$ cat config.mk
export PLATFORM = sky130hd
export DESIGN_NAME = regfile_sb
export DESIGN_NICKNAME = d
export VERILOG_FILES = /design/src/rtl/regfile_pkg.sv /design/src/rtl/regfile_scoreboard.sv /design/src/rtl/regfile_sb.sv
export SDC_FILE = /design/constraint.sdc
export NUM_CORES = 2
export LEC_CHECK = 0
export CAP_MARGIN = 20
export CORE_ASPECT_RATIO = 0.8
export CORE_MARGIN = 5
export CORE_UTILIZATION = 30
export DETAILED_ROUTE_END_ITERATION = 10
export PLACE_DENSITY = 0.48
export SETUP_SLACK_MARGIN = 0.1
export SLEW_MARGIN = 20
export SYNTH_ARGS = -nofsm -noshare
export SYNTH_HDL_FRONTEND = slang
export SYNTH_SLANG_ARGS = --single-unit
$ cat constraint.sdc
create_clock -name clk -period 9.6 [get_ports clk]
set_input_delay 2.88 -clock clk [delete_from_list [all_inputs] [get_ports clk]]
set_output_delay 2.88 -clock clk [all_outputs]
set_load 0.1 [all_outputs]
$ cat src/rtl/regfile_pkg.sv
// Shared definitions for the parametrised register file: write-port indices and
// a helper for locating a port's slice inside a flattened port vector.
package regfile_pkg;

    localparam int WP_ALU  = 0;
    localparam int WP_LOAD = 1;
    localparam int NUM_WP  = 2;

    function automatic int slice_lo(input int port, input int width);
        return port * width;
    endfunction

endpackage

$ cat src/rtl/regfile_scoreboard.sv
// Per-register busy bits for outstanding loads plus a registered population count.
// A load issue (set) beats a load writeback (clear) to the same register.
module regfile_scoreboard
    import regfile_pkg::*;
#(
    parameter int DEPTH    = 32,
    parameter int ZERO_REG = 1,
    parameter int ADDR_W   = $clog2(DEPTH),
    parameter int CNT_W    = $clog2(DEPTH + 1)
) (
    input  logic              clk_i,
    input  logic              rst_ni,
    input  logic              en_i,
    input  logic              set_i,
    input  logic [ADDR_W-1:0] set_addr_i,
    input  logic              clr_i,
    input  logic [ADDR_W-1:0] clr_addr_i,
    output logic [DEPTH-1:0]  busy_o,
    output logic [CNT_W-1:0]  busy_count_o
);

    logic [DEPTH-1:0] busy_q, busy_d;
    logic [CNT_W-1:0] count_q, count_d;
    logic             set_ok;
    logic             inc;
    logic             dec;

    assign set_ok = set_i && !((ZERO_REG != 0) && (set_addr_i == '0));

    always_comb begin
        busy_d  = busy_q;
        count_d = count_q;
        inc     = 1'b0;
        dec     = 1'b0;
        if (en_i) begin
            // Count moves only on real transitions so it always equals the population.
            inc = set_ok && !busy_q[set_addr_i];
            dec = clr_i && busy_q[clr_addr_i] && !(set_ok && (set_addr_i == clr_addr_i));
            if (clr_i) begin
                busy_d[clr_addr_i] = 1'b0;
            end
            if (set_ok) begin
                busy_d[set_addr_i] = 1'b1;
            end
            count_d = count_q + CNT_W'(inc) - CNT_W'(dec);
        end
    end

    always_ff @(posedge clk_i) begin
        if (!rst_ni) begin
            busy_q  <= '0;
            count_q <= '0;
        end else begin
            busy_q  <= busy_d;
            count_q <= count_d;
        end
    end

    assign busy_o       = busy_q;
    assign busy_count_o = count_q;

endmodule

$ cat src/rtl/regfile_sb.sv
// Multi-port register file with ALU and load write ports, write-to-read bypass
// and a load scoreboard whose busy flags are forwarded to every read port.
module regfile_sb
    import regfile_pkg::*;
#(
    parameter int WIDTH    = 32,
    parameter int DEPTH    = 32,
    parameter int ADDR_W   = $clog2(DEPTH),
    parameter int NUM_READ = 2,
    parameter int BYPASS   = 1,
    parameter int ZERO_REG = 1
) (
    input  logic                         clk,
    input  logic                         rst_n,
    input  logic                         clk_enable,
    input  logic [NUM_READ*ADDR_W-1:0]   r_address,
    output logic [NUM_READ*WIDTH-1:0]    r_data,
    output logic [NUM_READ-1:0]          r_busy,
    input  logic                         w_enable0,
    input  logic [ADDR_W-1:0]            w_address0,
    input  logic [WIDTH-1:0]             w_data0,
    input  logic                         w_enable1,
    input  logic [ADDR_W-1:0]            w_address1,
    input  logic [WIDTH-1:0]             w_data1,
    input  logic                         sb_set,
    input  logic [ADDR_W-1:0]            sb_address,
    output logic [$clog2(DEPTH+1)-1:0]   busy_count
);

    logic [WIDTH-1:0]  regs_q [DEPTH];
    logic [DEPTH-1:0]  busy;
    logic              we [NUM_WP];
    logic [ADDR_W-1:0] wa [NUM_WP];
    logic [WIDTH-1:0]  wd [NUM_WP];
    logic              bypass_ok;
    logic [ADDR_W-1:0] rd_addr;

    function automatic logic is_zero_reg(input logic [ADDR_W-1:0] a);
        return (ZERO_REG != 0) && (a == '0);
    endfunction

    always_comb begin
        we[WP_ALU]  = w_enable0;
        wa[WP_ALU]  = w_address0;
        wd[WP_ALU]  = w_data0;
        we[WP_LOAD] = w_enable1;
        wa[WP_LOAD] = w_address1;
        wd[WP_LOAD] = w_data1;
    end

    assign bypass_ok = (BYPASS != 0) && clk_enable && rst_n;

    // The load port is applied first so the ALU port (younger instruction) wins a collision.
    always_ff @(posedge clk) begin
        if (!rst_n) begin
            for (int r = 0; r < DEPTH; r++) begin
                regs_q[r] <= '0;
            end
        end else if (clk_enable) begin
            if (we[WP_LOAD] && !is_zero_reg(wa[WP_LOAD])) begin
                regs_q[wa[WP_LOAD]] <= wd[WP_LOAD];
            end
            if (we[WP_ALU] && !is_zero_reg(wa[WP_ALU])) begin
                regs_q[wa[WP_ALU]] <= wd[WP_ALU];
            end
        end
    end

    regfile_scoreboard #(
        .DEPTH    (DEPTH),
        .ZERO_REG (ZERO_REG),
        .ADDR_W   (ADDR_W),
        .CNT_W    ($clog2(DEPTH + 1))
    ) u_scoreboard (
        .clk_i        (clk),
        .rst_ni       (rst_n),
        .en_i         (clk_enable),
        .set_i        (sb_set),
        .set_addr_i   (sb_address),
        .clr_i        (w_enable1),
        .clr_addr_i   (w_address1),
        .busy_o       (busy),
        .busy_count_o (busy_count)
    );

    always_comb begin
        r_data  = '0;
        r_busy  = '0;
        rd_addr = '0;
        for (int i = 0; i < NUM_READ; i++) begin
            rd_addr = r_address[slice_lo(i, ADDR_W) +: ADDR_W];
            if (is_zero_reg(rd_addr)) begin
                r_data[slice_lo(i, WIDTH) +: WIDTH] = '0;
            end else if (bypass_ok && we[WP_ALU] && (wa[WP_ALU] == rd_addr)) begin
                r_data[slice_lo(i, WIDTH) +: WIDTH] = wd[WP_ALU];
            end else if (bypass_ok && we[WP_LOAD] && (wa[WP_LOAD] == rd_addr)) begin
                r_data[slice_lo(i, WIDTH) +: WIDTH] = wd[WP_LOAD];
            end else begin
                r_data[slice_lo(i, WIDTH) +: WIDTH] = regs_q[rd_addr];
            end

            // A load landing this cycle makes its register ready for decode immediately.
            if (is_zero_reg(rd_addr)) begin
                r_busy[i] = 1'b0;
            end else if (bypass_ok && we[WP_LOAD] && (wa[WP_LOAD] == rd_addr)) begin
                r_busy[i] = 1'b0;
            end else begin
                r_busy[i] = busy[rd_addr];
            end
        end
    end

endmodule

==> flow_results.xml <==
<?xml version="1.0" encoding="UTF-8"?>
<metrics>
  <group name="yosys">
    <metric name="avgSynthCellArea" unit="um^2">13.2</metric>
    <metric name="yosysSeqAreaShare" unit="%">49.2</metric>
    <metric name="synth_largest_type_area_fraction" unit="%">48.0</metric>
    <metric name="async_reset_ff_share" unit="%">0</metric>
    <metric name="synth_cells" unit="">4865</metric>
    <metric name="area_leader_netlist" unit="">edfxtp_1</metric>
    <metric name="ys_ff_latch" unit="">1062</metric>
    <metric name="syn_area" unit="um^2">64000</metric>
    <metric name="synth_ff_type" unit="">edfxtp_1</metric>
    <metric name="synth_cell_type_count" unit="">67</metric>
    <metric name="netlist_top_cells_area" unit="">edfxtp_1 (48%), mux4_2 (17%), a22o_1 (12%), mux2i_1 (4.1%), clkbuf_1 (2.7%)</metric>
    <metric name="number_of_warnings_issued_by_yosys" unit="">0</metric>
    <metric name="synth_edf_count" unit="">1024</metric>
  </group>
  <group name="final_layout">
    <metric name="mostFrequentLayoutCells" unit="">edfxtp_1 (1,024), a22o_1 (872), mux4_2 (478)</metric>
    <metric name="layout-drive-gt1-share" unit="%">25.2</metric>
    <metric name="layout.cell_area.non_filler" unit="um^2">74200</metric>
    <metric name="postLayoutCoreUtil" unit="%">35.0</metric>
    <metric name="nets" unit="">4930</metric>
    <metric name="layoutNonFillerInstCount" unit="">7761</metric>
    <metric name="most_frequent_standard_cell_in_the_layout_excluding_fill_and_tap_cells" unit="">edfxtp_1</metric>
    <metric name="synthesis_to_layout_area_growth" unit="%">16.0</metric>
  </group>
  <group name="grt">
    <metric name="grt_max_degree" unit="">66</metric>
    <metric name="grt_pass1_vias" unit="">48300</metric>
    <metric name="antenna_found_initial" unit="">15</metric>
    <metric name="grt_util_all_layers" unit="%">26.4</metric>
    <metric name="grt_overflow" unit="">0</metric>
    <metric name="grt_first_pass_wirelength" unit="um">414000</metric>
  </group>
  <group name="sta">
    <metric name="finalHoldViolations" unit="">0</metric>
    <metric name="worstMarginPinSlew" unit="ns">1.23</metric>
    <metric name="final-max-slew-violation-count" unit="">0</metric>
    <metric name="slew_headroom" unit="%">17.9</metric>
    <metric name="max_freq" unit="GHz">0.108</metric>
    <metric name="finClkSkew" unit="ns">0.0229</metric>
    <metric name="final.period_utilization" unit="%">96.4</metric>
    <metric name="report.final.setup_viol" unit="">0</metric>
    <metric name="period_needed" unit="ns">9.26</metric>
    <metric name="grt_setup_unrepaired" unit="">false</metric>
    <metric name="final_critical_path_setup_slack" unit="ns">0.345</metric>
  </group>
  <group name="placed_design">
    <metric name="placedInstanceArea" unit="um^2">70500</metric>
    <metric name="routabilityCongestion" unit="">0.903</metric>
    <metric name="placed_cells_incl_taps" unit="">7534</metric>
    <metric name="placement.setup.worst_slack" unit="ns">0.0948</metric>
    <metric name="dp_hpwl" unit="um">188000</metric>
    <metric name="number_of_port_buffers" unit="">166</metric>
  </group>
  <group name="route">
    <metric name="detail_route.wirelength" unit="um">305000</metric>
    <metric name="route.vias.total" unit="">50600</metric>
    <metric name="route.detailed.drc" unit="">0</metric>
    <metric name="drtAntennaViolNets" unit="">0</metric>
    <metric name="route.detailed.wl_per_inst" unit="um">39.3</metric>
    <metric name="routed_via_density" unit="">6.52</metric>
    <metric name="first_pass_iters" unit="">6</metric>
    <metric name="initialDrtViolationCount" unit="">7441</metric>
  </group>
  <group name="power">
    <metric name="clock_power_share" unit="%">36.8</metric>
    <metric name="internal-power" unit="W">0.00871</metric>
    <metric name="vdd.ir_drop.worst" unit="V">0.000156</metric>
    <metric name="power.share.sequential" unit="%">43.8</metric>
    <metric name="report.power.total" unit="W">0.0125</metric>
    <metric name="power.switching_fraction" unit="%">30.3</metric>
    <metric name="net-switching-power" unit="W">0.00378</metric>
    <metric name="power.leakage" unit="nW">24.8</metric>
    <metric name="cellPowerDensity" unit="nW/um^2">168</metric>
    <metric name="comb_power_share" unit="%">19.4</metric>
  </group>
  <group name="worst_setup_path">
    <metric name="critPathArrivalTime" unit="ns">6.38</metric>
    <metric name="critical_path.max_fanout" unit="">42</metric>
    <metric name="timing.setup.critical_path_class" unit="">in2out</metric>
    <metric name="worstPathBufferInverterCount" unit="">3</metric>
    <metric name="endpoint_kind" unit="">output pin</metric>
    <metric name="critical_path_cell_count" unit="">9</metric>
    <metric name="cp.required" unit="ns">6.72</metric>
    <metric name="timing.critical_path.mode_cell" unit="">a211oi_1</metric>
    <metric name="cell_class_contributing_the_biggest_share_of_worst_path_delay" unit="">compound AO/OA/AOI/OAI gates</metric>
    <metric name="crit_chain" unit="">buf_8 &gt; mux4_2 &gt; nor2b_1 &gt; a211oi_1 &gt; a211oi_1 &gt; a2111oi_2 &gt; nor2_1 &gt; buf_4 &gt; buf_12</metric>
    <metric name="setup.worst_path.start_class" unit="">input pin</metric>
    <metric name="critical-path-slowest-cell" unit="">a211oi_1</metric>
    <metric name="rr_worst_depth" unit="">13</metric>
    <metric name="worst_path_largest_cell_delay" unit="ns">0.85</metric>
  </group>
  <group name="clocking">
    <metric name="clk_latency" unit="ns">0.78</metric>
    <metric name="clockBufferDepth" unit="">3</metric>
    <metric name="cts.sink_count" unit="">1062</metric>
    <metric name="clock_tree.root_cell" unit="">clkbuf_16</metric>
    <metric name="cts_made_buffers" unit="">121</metric>
    <metric name="level_count_of_the_clock_h_tree" unit="">3</metric>
    <metric name="cts.repair_timing.setup_buffer_count" unit="">0</metric>
    <metric name="cts_tree" unit="">yes</metric>
    <metric name="clkTransAtPathRegs" unit="ns">0.06</metric>
  </group>
  <group name="run_status">
    <metric name="status" unit="">complete, no violations</metric>
  </group>
  <group name="die">
    <metric name="floorplan.die_area" unit="um^2">223000</metric>
    <metric name="floorplan.initialDensity" unit="%">30.2</metric>
    <metric name="die_w" unit="um">526</metric>
    <metric name="pin_count" unit="">167</metric>
    <metric name="die_h" unit="um">423</metric>
    <metric name="design.core.area" unit="um^2">212000</metric>
    <metric name="num_rows" unit="">151</metric>
  </group>
  <group name="flow_run">
    <metric name="max-cap-violations" unit="">0</metric>
  </group>
  <group name="hold_path">
    <metric name="worst_hold_path_type" unit="">reg2reg</metric>
    <metric name="hold-path-cell-count" unit="">2</metric>
  </group>
</metrics>
## synth_stat cells, drive strengths merged (41+ instances only)
library cell	number
o21ai	213
nor2	155
nor2b	49
buf	262
a211oi	43
clkbuf	464
mux2i	265
nor3	76
a21oi	102
nand2	376
mux4	480
a22o	872
a221oi	41
edfxtp	1024
## logic make-up after synthesis
kind of cell | Yosys count | synth area share [%]
compound gates | 1467 | 17.9
xor+xnor | 28 | 0.383
fa+ha+maj | 7 | 0.149
buf+inv | 744 | 5.31
flops | 1062 | 49.2
mux | 764 | 21.4
other cells | 1 | 0.00586
simple gates | 792 | 5.64
## worst reg2reg max path, delay by kind of cell, from the launching register on
| family | cells | cell delay, ns |
|---|---|---|
| flops | 1 | 0.36 |
| fa+ha+maj | 2 | 0.45 |
| buf+inv | 1 | 0.06 |
| simple gates | 2 | 0.46 |
| mux | 2 | 0.75 |
| compound gates | 6 | 1.21 |
## worst paths after layout
check,from,endpoint,slack (ns)
max reg2reg,u_scoreboard.busy_o[23],u_scoreboard.busy_count_o[5],6.23
min reg2reg,u_scoreboard.busy_count_o[5],u_scoreboard.busy_count_o[5],0.47
max,r_address[0],r_data[13],0.34
min,u_scoreboard.busy_count_o[5],u_scoreboard.busy_count_o[5],0.47
## repair_timing
item | in CTS | in global routing
hold buffers | 0 | 0
gates resized for setup | 1 | 1
endpoints found under the setup margin | 1 | 1
## routing by layer
layer  vias to the layer above  track usage [%]  wire length, um  part of all wire, %
met3                       690             8.04            38200                   13
met5                         -                0               30               0.0098
met2                      3971             38.7           130000                   43
met1                     26200             36.2           122000                   40
li1                      19700                -                -                    -
met4                         4             11.1            15000                  4.9
## final cells by class
class,instances,area [um^2]
flip-flops and latches,1062,31500
repair buffers,535,5390
diodes,6,15.0
fillers,20400,138000
clock inverters,65,531
multi-input cells,3090,30000
inverters,18,70.1
well taps,2830,3540
clock buffers,155,3210
## power by group through the flow
stage	combinational [W]	sequential [W]	clock [W]
6_report	0.00242	0.00547	0.00460
5_1_grt	0.00247	0.00550	0.00481
4_1_cts	0.00238	0.00546	0.00462
3_5_place_dp	0.00237	0.00556	0
3_3_place_gp	0.00237	0.00555	0
2_1_floorplan	0.00136	0.00555	0
## flip-flops by register name, summed over array words and instances (netlist names)
register / cells
regs_q: 1024
u_scoreboard.busy_o: 32
u_scoreboard.busy_count_o: 6
## through the flow
| stage | hold WS [ns] | setup TNS (ns) |
|---|---|---|
| finish | 0.473 | 0 |
| global route | 0.498 | 0 |
| CTS | 0.480 | 0 |
| detailed placement | 0.466 | 0 |
| global placement | 0.456 | -0.244 |
| floorplan | 0.439 | 0 |
Power figures use the tool's default switching activity.
